$ cat config.mk
export PLATFORM = sky130hd
export DESIGN_NAME = comp_capture
export DESIGN_NICKNAME = d
export VERILOG_FILES = /design/src/rtl/frida_readout_pkg.sv /design/src/rtl/sync_ff.sv /design/src/rtl/comp_capture.sv
export SDC_FILE = /design/constraint.sdc
export NUM_CORES = 1
export LEC_CHECK = 0
export CELL_PAD_IN_SITES_DETAIL_PLACEMENT = 2
export CELL_PAD_IN_SITES_GLOBAL_PLACEMENT = 2
export CORE_MARGIN = 2
export CORE_UTILIZATION = 36
export DETAILED_ROUTE_END_ITERATION = 8
export PLACE_DENSITY = 0.85
export SLEW_MARGIN = 0
export SYNTH_ARGS = -nofsm -noshare
export SYNTH_HDL_FRONTEND = slang
export SYNTH_SLANG_ARGS = --single-unit
$ cat constraint.sdc
create_clock -name clk -period 2 [get_ports clk]
set_input_delay 0.2 -clock clk [delete_from_list [all_inputs] [get_ports clk]]
set_output_delay 0.2 -clock clk [all_outputs]
set_load 0.01 [all_outputs]
$ cat src/rtl/frida_readout_pkg.sv
// frida_readout_pkg: shared types and constants for the comparator readout path
package frida_readout_pkg;
    localparam int NCYC_DEFAULT = 16;
    localparam int CHW = 4;
    typedef logic [NCYC_DEFAULT-1:0] comp_word_t;
    typedef logic [CHW-1:0] chan_t;
    typedef enum logic {IDLE, CAPTURE} cap_state_e;
endpackage

$ cat src/rtl/sync_ff.sv
// sync_ff: N-stage async-reset synchronizer for a single asynchronous bit
module sync_ff #(
    parameter int N = 2
) (
    input  logic clk,
    input  logic rst_n,
    input  logic d,
    output logic q
);
    logic [N-1:0] r;
    // shift the asynchronous bit through the flop chain
    always_ff @(posedge clk or negedge rst_n) begin
        if (!rst_n) r <= '0;
        else        r <= {r[N-2:0], d};
    end
    assign q = r[N-1];
endmodule

$ cat src/rtl/comp_capture.sv
// comp_capture: assembles strobed comparator decisions into channel-tagged words
module comp_capture #(
    parameter int NCYC        = 16,
    parameter int SYNC_STAGES = 2,
    parameter int CHW         = 4
) (
    input  logic            clk,
    input  logic            rst_n,
    input  logic            comp_in,
    input  logic [CHW-1:0]  mux_sel,
    input  logic            conv_start,
    input  logic            bit_strobe,
    output logic [NCYC-1:0] word_data,
    output logic [CHW-1:0]  word_chan,
    output logic            word_valid,
    input  logic            word_ready,
    output logic            busy,
    output logic            err_abort,
    output logic            err_ovf,
    input  logic            clr_err
);
    import frida_readout_pkg::*;
    localparam int CW = $clog2(NCYC + 1);
    cap_state_e      state, state_nx;
    logic            comp_s;
    logic [NCYC-1:0] sh;
    logic [NCYC-1:0] word_nx;
    logic [CW-1:0]   cnt;
    logic [CHW-1:0]  tag;
    logic            take, done, abort;
    sync_ff #(.N(SYNC_STAGES)) u_sync (
        .clk   (clk),
        .rst_n (rst_n),
        .d     (comp_in),
        .q     (comp_s)
    );
    // left shift after a clear leaves the first decision in the MSB
    assign word_nx = {sh[NCYC-2:0], comp_s};
    assign busy    = (state == CAPTURE);
    // next state; conv_start outranks a same-cycle strobe
    always_comb begin
        state_nx = state;
        take     = 1'b0;
        done     = 1'b0;
        abort    = 1'b0;
        if (state == CAPTURE) begin
            if (conv_start) begin
                abort = 1'b1;
            end else if (bit_strobe) begin
                take = 1'b1;
                if (cnt == CW'(NCYC - 1)) begin
                    done     = 1'b1;
                    state_nx = IDLE;
                end
            end
        end else if (conv_start) begin
            state_nx = CAPTURE;
        end
    end
    // capture datapath: tag latch, shift register and decision count
    always_ff @(posedge clk or negedge rst_n) begin
        if (!rst_n) begin
            state <= IDLE;
            sh    <= '0;
            cnt   <= '0;
            tag   <= '0;
        end else begin
            state <= state_nx;
            if (conv_start) begin
                tag <= mux_sel;
                sh  <= '0;
                cnt <= '0;
            end else if (take) begin
                sh  <= word_nx;
                cnt <= cnt + CW'(1);
            end
        end
    end
    // output register: load when empty or draining this cycle, else drop and flag
    always_ff @(posedge clk or negedge rst_n) begin
        if (!rst_n) begin
            word_data  <= '0;
            word_chan  <= '0;
            word_valid <= 1'b0;
            err_abort  <= 1'b0;
            err_ovf    <= 1'b0;
        end else begin
            if (done && (!word_valid || word_ready)) begin
                word_data  <= word_nx;
                word_chan  <= tag;
                word_valid <= 1'b1;
            end else if (word_valid && word_ready) begin
                word_valid <= 1'b0;
            end
            err_abort <= abort | (err_abort & ~clr_err);
            err_ovf   <= (done & word_valid & ~word_ready) | (err_ovf & ~clr_err);
        end
    end
endmodule

### After elaboration in Yosys (flattened, before gate mapping)

Cells that the tools add are included.

* $add $sub $neg: 1
* eq/ne operators: 1
* muxes and demuxes: 19
* bitwise gates (word level): 8
* reduce and logical (&&, ||, !) cells: 6

Operators with widths (number)
* $mux 15: 2
* $mux 1: 15
* $mux 5: 2
* $add 5x1->5 const B: 1
* $eq 5x4->1 const B: 1
* $and 1x1->1: 4
* $reduce_bool 2->1: 2
* $logic_and 1x1->1: 2
* $not 1->1: 2
* $or 1x1->1: 2
* $logic_not 1->1: 1
* $logic_or 1x1->1: 1

* register bits: 50
* bits of input ports: 11
* output and inout bits: 24
* logic and storage cells: 45

### Logic depth before layout (Yosys ltp)

Gate-level depths: netlist of run 1.

* depth after elaboration: 8
* gate-level depth with buffers: 6
* depth with buffers taken out: 5

### Modules after synthesis

A second synthesis of run 1 with hierarchy kept.

* cells, all modules: 158
* area, all modules: 1973.1 um^2

By module, submodules not included
* comp_capture: instances 1, cells each 156, area each 1923.1 um^2, sequential area each 1201.2 um^2
* sync_ff: instances 1, cells each 2, area each 50.0 um^2, sequential area each 50.0 um^2

### Worst setup path after synthesis of run 1

No wires, ideal clock.

* path kind: register to register
* start point: reg cnt[0]
* end point: reg word_chan[0]
* setup time: 0.125 ns
* data arrival time: 1.549 ns
* required time: 1.875 ns
* slack: 0.325 ns
* stages on the path, launching flop included: 7
* path buffers: 1
* clock period less this slack: 1.675 ns
* path through: dfrtp_1 -> ha_1 -> and3_1 -> ha_1 -> and3_4 -> buf_12 -> mux2_4

* cells in the longest elaborated chain, start to end: 6

RTL lines
* start, declared: line comp_capture.sv:28 `logic [CW-1:0] cnt;`
* start signal, assigned: line comp_capture.sv:75 `cnt <= cnt + CW'(1);`
* $eq 5x4->1: line comp_capture.sv:51 `if (cnt == CW'(NCYC - 1)) begin`
* $mux 1: line comp_capture.sv:51
* $mux 1: line comp_capture.sv:49 `end else if (bit_strobe) begin`
* $mux 1: line comp_capture.sv:47 `if (conv_start) begin`
* $mux 1: line comp_capture.sv:46 `if (state == CAPTURE) begin`
* $logic_and 1x1->1: line comp_capture.sv:88 `if (done && (!word_valid || word_ready)) begin`
* end signal, assigned: line comp_capture.sv:90 `word_chan <= tag;`
* end, declared: line comp_capture.sv:14 `output logic [CHW-1:0] word_chan,`

No other way between the ends.
A chain may end at the register's enable or synchronous reset.

### Final worst setup path of run 1

* start point: reg cnt[0]
* end point: reg word_data[5]

* cells in the longest elaborated chain, start to end: 6

RTL lines
* $eq 5x4->1: line comp_capture.sv:51
* $mux 1: line comp_capture.sv:51
* $mux 1: line comp_capture.sv:49
* $mux 1: line comp_capture.sv:47
* $mux 1: line comp_capture.sv:46
* $logic_and 1x1->1: line comp_capture.sv:88
* end signal, assigned: line comp_capture.sv:89 `word_data <= word_nx;`
* end, declared: line comp_capture.sv:13 `output logic [NCYC-1:0] word_data,`

No other way between the ends.

==> results of run 1 <==
-- cells in the final DEF (no fill, tap or decap), types with 3 or more instances in the layout --
cell,count
dfrtp_1,50
clkdlybuf4s50_1,33
mux2_4,20
a22o_1,16
nand2_1,6
clkbuf_8,6
mux2_2,4
buf_4,4
inv_1,3
o21ai_0,3
-- worst register-to-register path, delay by kind of cell, from the launching register on --
family	cells	cell delay, ns
DFF	1	0.42
muxes	1	0.34
adders and majority gates	2	0.45
and+or+nand+nor	2	0.54
-- final timing paths --
kind	startpoint	endpoint	slack [ns]	depth (start not counted)
max in group asynchronous	rst_n	sh[8]	1.59	2
setup / recovery	cnt[0]	word_data[5]	0.14	5
min in group clk	comp_in	u_sync.r[0]	0.33	1
hold / removal	rst_n	word_data[8]	0.003	2
setup reg to reg	cnt[0]	word_data[5]	0.14	5
hold reg to reg	u_sync.r[0]	u_sync.r[1]	0.36	0
-- flip-flops by register name, indices dropped and copies added, names as in the netlist --
signal	flops
tag	4
busy	1
word_valid	1
cnt	5
u_sync.r	2
err_ovf	1
word_chan	4
err_abort	1
sh	15
word_data	16
-- power groups by stage --
stage               sequential [mW]  combinational [mW]  clock (mW)
finish                         1.04              0.0900       0.594
detailed placement             1.06              0.0924           0
global placement               1.06              0.0859           0
global route                   1.04               0.101       0.655
floorplan                      1.06              0.0368           0
CTS                            1.04              0.0926       0.608
-- area by class of cell --
| type | count | area (µm²) |
|---|---|---|
| timing repair buffer | 38 | 365 |
| fill | 528 | 2960 |
| multi-input combinational | 68 | 668 |
| clock buffer | 7 | 86.3 |
| sequential | 50 | 1250 |
| clock inverter | 1 | 5.00 |
| tap | 72 | 90.1 |
| inverter | 3 | 11.3 |
-- cell families after synthesis --
group	synth area share, %
XOR/XNOR	0.878
multiplexers	17.3
AND/OR/NAND/NOR	4.33
adder cells (fa/ha/maj)	1.25
AO/OA/AOI/OAI	9.15
buffers and inverters	4.39
flip-flops	62.7
-- repair_timing --
item	in CTS	in global routing
setup endpoints to repair	0	20
setup buffers	0	0
resized for setup	0	1
-- layer usage --
layer,vias to the layer above,wire length [µm],share of wire [%],track usage (%)
met5,-,0,0,0
met4,0,44,1.1,4.74
met3,5,168,4.0,3.56
met2,27,2120,51,22.8
met1,617,1860,44,19.4
li1,532,-,-,-
==> impl_results.md, run 1 <==
* Outcome: completed
* Seq/Total Area, Yosys at 62.7%
* Die ar. at 0.00616 mm²
* Crit-path slowest cell: dfrtp_1
* Avg WL per Cell at 17.5 µm
* Sink Count at 50
* Placed cell count at 230
* Design Power at 1.73 mW
* Rel. slew slack at roughly 50%
* Top-count cell post-synth: dfrtp_1
* Vias per cell at 4.94
* Initial core utilization at 36.7%
* Synth Net Count at 140
* Max-slew violation count at 0
* Clk_lat worst skew at 0.30 ns
* ANT cells at 0
* Synth cell types at 25
* Pin count of the biggest net entering global routing at 51
* Final Cell Area at 0.00248 mm²
* Startpoint types: flop
* Area Overhead vs Synth at 24.1%
* Unrepaired setup endpoints after global routing: no
* Post-layout util at 45.5%
* Clock power share at roughly a third
* Crit path DAT at 2.04 ns
* CP Capture Type: flop
* Setup ws final at between 0.1 and 0.15 ns
* Final net count at 179
* Peak VDD IR at 0.425 mV
* Crit path required time at 2.18 ns
* Area leader, netlist: dfrtp_1
* Worst hold margin at 0.00252 ns
* Final Setup Violations at 0
* Ys flop type: dfrtp_1
* Synth top area share at 62.7%
* WS Path Type: reg -> reg
* # DRC at 0
* Antenna-violating nets left at 0
* CTS H-Tree Depth at 2
* Flop pwr share at 60.3%
* Period Utilization, post-route at ~93%
* Largest cells by area after synthesis: dfrtp_1 (63%), mux2_4 (15%), a22o_1 (7.0%)
* Total CTS buffers at 5
* Clock skew at 0.00751 ns
* First-pass GRT wire length at 6820 µm
* Hold_buf cts at 0
* Dpl cell area at 0.00237 mm²
* Mapped cell area at 0.00200 mm²
* Post-synth EDFFs at 0
* Worst-path maximum fanout at 10
* Core Area at 0.00544 mm²
* Register bit total from synthesis at 50
* Tightest Pin Transition at 0.768 ns
* Drt initial violations at 53
* Gpl congestion at 0.682
* Layout cells sized above 1 at 23.4%
* Internal cell power at 1.35 mW
* Vias in the first global route at between 1000 and 1500
* Chip Width at 78.5 µm
* Most frequent CP cell: ha_1
* Dpl ws at approximately 0.047 ns
* Congestion Overflow GR at 0
* Final hold vios at 0
* Clock Path Buffers at 2
* Cells after synthesis at 127
* CTS tree: yes
* CTS root buf: clkbuf_8
* Sw Share at between 20% and 30%
* CP delay by family, top: simple AND/OR/NAND/NOR gates
* Final setup TNS at 0 ns
* Max Clk Rate at around 0.54 GHz
* Hold Path Class: in -> async
* Synth warn at 0
* Reg clk slew, reported paths at 0.09 ns
* NetSw at 0.378 mW
* Buf/Inv on CP at 0
* Critical-path cell list: ha_1 -> and3_1 -> ha_1 -> and3_4 -> mux2_4
* Syn Area/Cell at 15.7 µm²
* First drt pass iteration count at 4
* HPWL Detailed at 2820 µm
* Logic gate share of total power at 5.2%
* Number of max-cap violations at 0
* WL final at 4190 µm
* Crit path time final at around 1.9 ns
* Overall Global Routing Usage at 14.4%
* Via count at 1181
* I/O pin total at 35
* Max stage delay on crit path at about 0.42 ns
* Initial antenna violation count at 0
* Post-synth top cells: dfrtp_1 (50), mux2_4 (20), a22o_1 (16)
* Power Dens Cells at 697 mW/mm²
* Fin cells at 239
* PortBufs at 34
* Die Y at 78.5 µm
* # rows at 27
* FFs w/ async S/R, synth at 100%
* Pleak at 1.14 nW
Power figures use the tool's default switching activity.
==> run 2: changes to the inputs <==
--- a/config.mk
+++ b/config.mk
@@ -9,8 +9,9 @@
 export CELL_PAD_IN_SITES_GLOBAL_PLACEMENT = 2
 export CORE_MARGIN = 2
 export CORE_UTILIZATION = 36
+export CTS_BUF_LIST = sky130_fd_sc_hd__clkbuf_16
 export DETAILED_ROUTE_END_ITERATION = 8
-export PLACE_DENSITY = 0.85
+export PLACE_DENSITY = 0.84
 export SLEW_MARGIN = 0
 export SYNTH_ARGS = -nofsm -noshare
 export SYNTH_HDL_FRONTEND = slang
==> run 2 against run 1 <==
  * Sequential share of layout area is 1.1 points lower
  * Fmax is 0.94% lower
  * First-iteration DRC count is 26% higher
  * Core utilization is 1.0 points higher
  * Worst hold slack better by 0.020 ns
  * Worst setup slack worse by 0.018 ns
  * Cell area is 2.3% higher
  * Clock power is 34% higher
  * Sequential power hardly changed
  * Cell count is 0.42% higher
  * Non-clock buffer count stayed put
==> impl_results.md, run 2 (synthesis gave the netlist of run 1 again) <==
* Regs by FF count: word_data (16), sh (15), cnt (5) (unchanged)
* WL final at 4550 µm (was 4190 µm)
* Initial core utilization at 36.7% (unchanged)
* Total CTS buffers at 5 (unchanged)
* Clock power share at 41.2% (was 34.4%)
* Post-CTS setup buffers at 0 (unchanged)
* Final Setup Violations at 0 (unchanged)
* PortBufs at 34 (unchanged)
* Layout cells sized above 1 at 23.8% (was 23.4%)
* First-pass GRT wire length at 7600 µm (was 6820 µm)
* Crit path DAT at 2.04 ns (about the same)
* Area Overhead vs Synth at 27.0% (was 24.1%)
* Worst hold margin at 0.0225 ns (was 0.00252 ns)
* Core Area at 0.00544 mm² (unchanged)
* Initial antenna violation count at 0 (unchanged)
* Buf/Inv on CP at 0 (unchanged)
* Commonest non-fill, non-tap cell in the layout: dfrtp_1 (unchanged)
* ANT cells at 0 (unchanged)
* Clock skew at 0.00721 ns (was 0.00751 ns)
* Number of max-cap violations at 0 (unchanged)
* Rel. slew slack at 44.9% (was 48.8%)
* Reg clk slew, reported paths at 0.06 ns (was 0.09 ns)
* Vias per cell at 5.06 (was 4.94)
* Filler cells at 535 (was 528)
* Overall Global Routing Usage at 16.5% (was 14.4%)
* Outcome: completed (unchanged)
* Pleak at 1.17 nW (was 1.14 nW)
* Power Dens Cells at 761 mW/mm² (was 697 mW/mm²)
* Crit path required time at 2.17 ns (was 2.18 ns)
* Die ar. at 0.00616 mm² (unchanged)
* Unrepaired setup endpoints after global routing: no (unchanged)
* Hold_buf cts at 0 (unchanged)
* Hold Path Class: in -> async (unchanged)
* Most frequent cells in the layout: dfrtp_1 (50), clkdlybuf4s50_1 (33), mux2_4 (20), a22o_1 (16), nand2_1 (6) (was dfrtp_1 (50), clkdlybuf4s50_1 (33), mux2_4 (20), a22o_1 (16))
* I/O pin total at 35 (unchanged)
* Gpl congestion at 0.676 (was 0.682)
* Sw Share at 21.1% (was 21.9%)
* Final net count at 180 (was 179)
* Clk_lat worst skew at 0.28 ns (was 0.30 ns)
* Critical-path cell list: ha_1 -> and3_1 -> ha_2 -> and3_4 -> mux2_4 (was ha_1 -> and3_1 -> ha_1 -> and3_4 -> mux2_4)
* Congestion Overflow GR at 0 (unchanged)
* Internal cell power at 1.52 mW (was 1.35 mW)
* Die Y at 78.5 µm (unchanged)
* Logic gate share of total power at 4.7% (was 5.2%)
* NetSw at 0.406 mW (was 0.378 mW)
* Crit-path slowest cell: dfrtp_1 (unchanged)
* # rows at 27 (unchanged)
* Max-slew violation count at 0 (unchanged)
* Avg WL per Cell at 19.0 µm (was 17.5 µm)
* Max FFs per register at 16 (unchanged)
* HPWL Detailed at 2970 µm (was 2820 µm)
* Antenna-violating nets left at 0 (unchanged)
* Pin count of the biggest net entering global routing at 51 (unchanged)
* Peak VDD IR at 0.387 mV (was 0.425 mV)
* Worst-path maximum fanout at 10 (unchanged)
* Chip Width at 78.5 µm (unchanged)
* Clock Path Buffers at 2 (unchanged)
* Tightest Pin Transition at 0.826 ns (was 0.768 ns)
* Via count at 1214 (was 1181)
* Startpoint types: flop (unchanged)
* CTS H-Tree Depth at 2 (unchanged)
* Drt initial violations at 67 (was 53)
* Period Utilization, post-route at 93.7% (was 92.8%)
* Final hold vios at 0 (unchanged)
* Crit path time final at 1.87 ns (was 1.86 ns)
* Sink Count at 50 (unchanged)
* WS Path Type: reg -> reg (unchanged)
* Final setup TNS at 0 ns (unchanged)
* Max Clk Rate at 0.534 GHz (was 0.539 GHz)
* First drt pass iteration count at 4 (unchanged)
* CTS root buf: clkbuf_16 (was clkbuf_8)
* Design Power at 1.93 mW (was 1.73 mW)
* CTS tree: yes (unchanged)
* CP delay by family, top: simple AND/OR/NAND/NOR gates (unchanged)
* Max stage delay on crit path at 0.40 ns (was 0.42 ns)
* # DRC at 0 (unchanged)
* Vias in the first global route at 1368 (was 1309)
* CP Capture Type: flop (unchanged)
* Biggest register: word_data (unchanged)
* Flop pwr share at 54.0% (was 60.3%)
[run 2: per-layer routing]
metal	share of wire, %	track usage [%]	vias to the layer above
met5	0	0	-
met4	0.79	4.21	0
met3	3.9	3.79	5
met2	54	28.8	31
met1	41	20.6	641
li1	-	-	537
[run 2: worst paths after layout]
kind                              from           end  slack [ns]  depth (start not counted)
max                             cnt[0]  word_chan[0]        0.13                          5
min                              rst_n  word_data[6]        0.02                          2
max reg2reg                     cnt[0]  word_chan[0]        0.13                          5
min reg2reg                u_sync.r[0]   u_sync.r[1]        0.36                          0
max in group asynchronous        rst_n        sh[12]        1.55                          2
min in group clk               comp_in   u_sync.r[0]        0.35                          1
[run 2: worst register-to-register path: stages (launching register included)]
cell and delay (ns):
dfrtp_1 0.40, ha_1 0.18, and3_1 0.22, ha_2 0.28, and3_4 0.36, mux2_4 0.33
[run 2: repair_timing]
action	4_1_cts	5_1_grt
resized for setup	1	1
pin swaps	1	1
gates cloned	1	1
endpoints found under the hold margin	0	0
endpoints found under the setup margin	20	10
[run 2: layout make-up]
cell class                      count  area, µm²  share of cell area [%]
Timing Repair Buffer               38        365                    14.4
Tap cell                           72       90.1                    3.56
Multi-Input combinational cell     69        678                    26.8
Inverter                            3       11.3                   0.444
Clock buffer                        5        125                    4.94
Clock inverter                      3       12.5                   0.494
Sequential cell                    50       1250                    49.4
[run 2: power by group through the flow]
| stage | Combinational (mW) | Sequential, mW | Clock [mW] |
|---|---|---|---|
| 2_1_floorplan | 0.0368 | 1.06 | 0 |
| 3_3_place_gp | 0.0860 | 1.06 | 0 |
| 3_5_place_dp | 0.0925 | 1.06 | 0 |
| 4_1_cts | 0.0939 | 1.04 | 0.816 |
| 5_1_grt | 0.104 | 1.04 | 0.870 |
| 6_report | 0.0911 | 1.04 | 0.795 |
[run 2: stage by stage]
stage	util (%)	cells	instance area (µm²)	worst slack [ns]
finish	46.6	240	2530	0.126
global route	46.6	240	2530	0.0587
CTS	46.4	239	2520	0.0170
detailed placement	43.7	230	2370	0.00667
global placement	43.7	230	2370	0.182
floorplan	-	127	2000	0.325
==> run 3: changes to the inputs <==
--- a/config.mk
+++ b/config.mk
@@ -8,11 +8,13 @@
 export CELL_PAD_IN_SITES_DETAIL_PLACEMENT = 2
 export CELL_PAD_IN_SITES_GLOBAL_PLACEMENT = 2
 export CORE_MARGIN = 2
-export CORE_UTILIZATION = 36
+export CORE_UTILIZATION = 34
 export CTS_BUF_LIST = sky130_fd_sc_hd__clkbuf_16
 export DETAILED_ROUTE_END_ITERATION = 8
+export GPL_ROUTABILITY_DRIVEN = 1
 export PLACE_DENSITY = 0.84
 export SLEW_MARGIN = 0
 export SYNTH_ARGS = -nofsm -noshare
 export SYNTH_HDL_FRONTEND = slang
+export SYNTH_HIERARCHICAL = 1
 export SYNTH_SLANG_ARGS = --single-unit
==> run 3 against run 2 <==
  * Routed wire length up 17%
  * Critical path depth up 2
  * Register-to-register slack lost 0.03 ns
  * Worst setup slack worse by 0.026 ns
  * Worst hold slack worse by 0.0047 ns
  * Die area rose by 4.4%
  * Sequential power barely moved
  * Synthesized cell count up 24%
  * Non-clock buffer count is 3 higher
  * Clock power rose by 5.0%
  * Sequential cell count did not move
  * Critical endpoint is now word_data[15]
==> impl_results.md, run 3 <==
* Synth warn at 6 (was 0)
* Simple-gate portion of the synthesized area at 11.2% (was 4.33%)
* Sw Share at 22.9% (was 21.1%)
* Regs by FF count: word_data (16), sh (15), cnt (5) (unchanged)
* Outcome: completed (unchanged)
* Final setup TNS at 0 ns (unchanged)
* First drt pass iteration count at 4 (unchanged)
* Dpl cell area at 0.00240 mm² (was 0.00237 mm²)
* FFs w/ async S/R, synth at 100% (unchanged)
* Vias in the first global route at 1594 (was 1368)
* Crit path DAT at 2.07 ns (was 2.04 ns)
* CTS tree: yes (unchanged)
* Peak VDD IR at 0.619 mV (was 0.387 mV)
* Tightest Pin Transition at 0.648 ns (was 0.826 ns)
* Max FFs per register at 16 (unchanged)
* Chip Width at 80.2 µm (was 78.5 µm)
* Xor and xnor area share after synthesis at 0.888% (was 0.878%)
* # DRC at 0 (unchanged)
* Synth cell types at 24 (was 25)
* Worst-path maximum fanout at 9 (was 10)
* Period Utilization, post-route at 95.0% (was 93.7%)
* Seq/Total Area, Yosys at 63.4% (was 62.7%)
* Synth Net Count at 171 (was 140)
* Area leader, netlist: dfrtp_1 (unchanged)
* Logic gate share of total power at 5.5% (was 4.7%)
* Power Dens Cells at 779 mW/mm² (was 761 mW/mm²)
* CP Capture Type: flop (unchanged)
* NetSw at 0.456 mW (was 0.406 mW)
* Pin count of the biggest net entering global routing at 51 (unchanged)
* Hold_buf cts at 0 (unchanged)
* Core Area at 0.00554 mm² (was 0.00544 mm²)
* Biggest register: word_data (unchanged)
* Crit path time final at 1.90 ns (was 1.87 ns)
* Antenna-violating nets left at 0 (unchanged)
* Gpl congestion at 0.697 (was 0.676)
* Area Overhead vs Synth at 29.3% (was 27.0%)
* Final hold vios at 0 (unchanged)
* Avg WL per Cell at 19.6 µm (was 19.0 µm)
* Setup ws final at 0.100 ns (was 0.126 ns)
* Crit path required time at 2.17 ns (about the same)
* Pleak at 1.15 nW (was 1.17 nW)
* PortBufs at 34 (unchanged)
* Post-synth EDFFs at 0 (unchanged)
* Max stage delay on crit path at 0.38 ns (was 0.40 ns)
* Most frequent cells in the layout: dfrtp_1 (50), nand2_1 (35), clkdlybuf4s50_1 (33), mux2_2 (24), a21oi_1 (17) (was dfrtp_1 (50), clkdlybuf4s50_1 (33), mux2_4 (20), a22o_1 (16), nand2_1 (6))
* Critical-path cell list: ha_1 -> and3_1 -> ha_2 -> nand4b_4 -> nor2b_4 -> buf_6 -> mux2_2 (was ha_1 -> and3_1 -> ha_2 -> and3_4 -> mux2_4)
* Largest family of logic cells by synthesized area: multiplexers (unchanged)
* Clock skew at 0.00634 ns (was 0.00721 ns)
* Internal cell power at 1.53 mW (was 1.52 mW)
* Clock Path Buffers at 2 (unchanged)
* Compound-gate portion of the synthesized area at 5.90% (was 9.15%)
* Final Cell Area at 0.00255 mm² (was 0.00253 mm²)
* Reg clk slew, reported paths at 0.07 ns (was 0.06 ns)
* Clock power share at 42.0% (was 41.2%)
* HPWL Detailed at 3390 µm (was 2970 µm)
* Commonest non-fill, non-tap cell in the layout: dfrtp_1 (unchanged)
* ANT cells at 0 (unchanged)
* Reg-to-Reg End: word_data[15] (was word_chan[0])
* Max-slew violation count at 0 (unchanged)
* Final Setup Violations at 0 (unchanged)
* Filler cells at 563 (was 535)
* Initial antenna violation count at 0 (unchanged)
* Initial core utilization at 35.6% (was 36.7%)
* Crit-path slowest cell: dfrtp_1 (unchanged)
* Reg2reg setup slack at 0.10 ns (was 0.13 ns)
* Total CTS buffers at 5 (unchanged)
* Clk_lat worst skew at 0.29 ns (was 0.28 ns)
* Die ar. at 0.00643 mm² (was 0.00616 mm²)
* Reg2reg start: cnt[0] (unchanged)
* Synth top area share at 63.4% (was 62.7%)
* Overall Global Routing Usage at 18.5% (was 16.5%)
* Worst Setup SP: cnt[0] (unchanged)
* Ys flop type: dfrtp_1 (unchanged)
* Flop pwr share at 52.5% (was 54.0%)
* Max Clk Rate at 0.526 GHz (was 0.534 GHz)
* Rel. slew slack at 56.8% (was 44.9%)
* Startpoint types: flop (unchanged)
* Mapped cell area at 0.00197 mm² (was 0.00200 mm²)
* Post-synth top cells: dfrtp_1 (50), nand2_1 (35), mux2_2 (24) (was dfrtp_1 (50), mux2_4 (20), a22o_1 (16))
* Hold Path Class: in -> async (unchanged)
* Vias per cell at 4.93 (was 5.06)
* I/O pin total at 35 (unchanged)
* Drt initial violations at 37 (was 67)
* Cells after synthesis at 158 (was 127)
* Dpl ws at 0.0223 ns (was 0.00667 ns)
* First-pass GRT wire length at 8670 µm (was 7600 µm)
* Via count at 1337 (was 1214)
* Largest cells by area after synthesis: dfrtp_1 (63%), mux2_2 (14%), nand2_1 (6.7%) (was dfrtp_1 (63%), mux2_4 (15%), a22o_1 (7.0%))
* CTS root buf: clkbuf_16 (unchanged)
* WS Path Type: reg -> reg (unchanged)
* Mux cell area share after synthesis at 13.7% (was 17.3%)
* CTS H-Tree Depth at 2 (unchanged)
* Worst Reg-to-Reg Cells at 7 (was 5)
* Number of max-cap violations at 0 (unchanged)
* WL final at 5310 µm (was 4550 µm)
* Post-Synth Adder-Cell Area at 1.27% (was 1.25%)
* Register bit total from synthesis at 50 (unchanged)
* Final net count at 211 (was 180)
* Congestion Overflow GR at 0 (unchanged)
* Top-count cell post-synth: dfrtp_1 (unchanged)
* Syn Area/Cell at 12.5 µm² (was 15.7 µm²)
* Unrepaired setup endpoints after global routing: no (unchanged)
* # rows at 27 (unchanged)
* Layout cells sized above 1 at 21.1% (was 23.8%)
* Critical path endpoint: word_data[15] (was word_chan[0])
* Die Y at 80.2 µm (was 78.5 µm)
* Sink Count at 50 (unchanged)
==> run 3: cell types whose count changed in the layout (fill, tap and decap cells not counted), moves of 2 or more <==
| cell | delta |
|---|---|
| a21oi_1 | +16 |
| mux2_2 | +20 |
| nand2_1 | +29 |
| a22o_1 | -16 |
| mux2_4 | -20 |
| and3_4 | -2 |
==> run 3: through the flow <==
| stage | hold WS (ns) | util (%) | total power, mW | instances |
|---|---|---|---|---|
| CTS | 0.0464 | 45.9 | 2.02 | 271 |
| finish | 0.0178 | 46.0 | 1.99 | 271 |
| global route | 0.0662 | 46.0 | 2.05 | 271 |
| detailed placement | 0.361 | 43.2 | 1.17 | 262 |
| floorplan | -0.0956 | - | 1.10 | 158 |
| global placement | 0.329 | 43.2 | 1.15 | 262 |
==> run 3: repair_timing <==
item,4_1_cts,5_1_grt
endpoints found under the setup margin,9,9
pin swaps,0,0
resized for setup,0,2
buffers inserted,1,0
==> run 3: layout make-up <==
type / count / area (µm²) / area share (%)
sequential: 50 / 1250 / 49.0
clock buffer: 5 / 125 / 4.90
timing repair buffer: 41 / 404 / 15.8
inverter: 3 / 11.3 / 0.441
tap: 72 / 90.1 / 3.53
multi-input combinational: 97 / 653 / 25.6
clock inverter: 3 / 16.3 / 0.638
==> run 3: power groups by stage <==
| stage | Clock, mW | Sequential (mW) | Combinational, mW |
|---|---|---|---|
| after global placement | 0 | 1.06 | 0.0960 |
| final | 0.835 | 1.04 | 0.110 |
| after CTS | 0.860 | 1.04 | 0.112 |
| after global routing | 0.888 | 1.04 | 0.120 |
| after floorplan | 0 | 1.06 | 0.0442 |
| after detailed placement | 0 | 1.06 | 0.105 |
==> run 3: worst max-delay path, delay by kind of cell (launching register included) <==
family	cells	cell delay, ns
muxes	1	0.35
adders and majority gates	2	0.40
DFF	1	0.38
and+or+nand+nor	3	0.48
buffers and inverters	1	0.17
==> run 3: worst min-delay path by stage <==
stage / start / endpoint / slack (ns) / cells after the start
after floorplan: rst_n / busy / -0.1 / 0
after global placement: rst_n / tag[1] / 0.33 / 2
after detailed placement: rst_n / tag[1] / 0.36 / 2
after CTS: rst_n / sh[14] / 0.05 / 2
after global routing: rst_n / tag[3] / 0.07 / 2
final: rst_n / tag[3] / 0.02 / 2
==> run 3: routing by layer <==
| metal | wire length (µm) | track usage (%) | up-vias |
|---|---|---|---|
| met1 | 2150 | 21.1 | 708 |
| met3 | 75 | 2.36 | 7 |
| met5 | 0 | 0 | - |
| li1 | - | - | 606 |
| met2 | 3000 | 34.7 | 16 |
| met4 | 83 | 7.12 | 0 |
==> run 3: logic make-up (layout without fill, tap and decap cells) <==
family,Yosys count,in the layout
AOI/OAI and AO/OA,22,22
muxes,24,24
xor gates and xnor gates,2,2
buffers and inverters,11,52
DFF,50,50
adders and majority gates,2,2
and+or+nand+nor,47,47
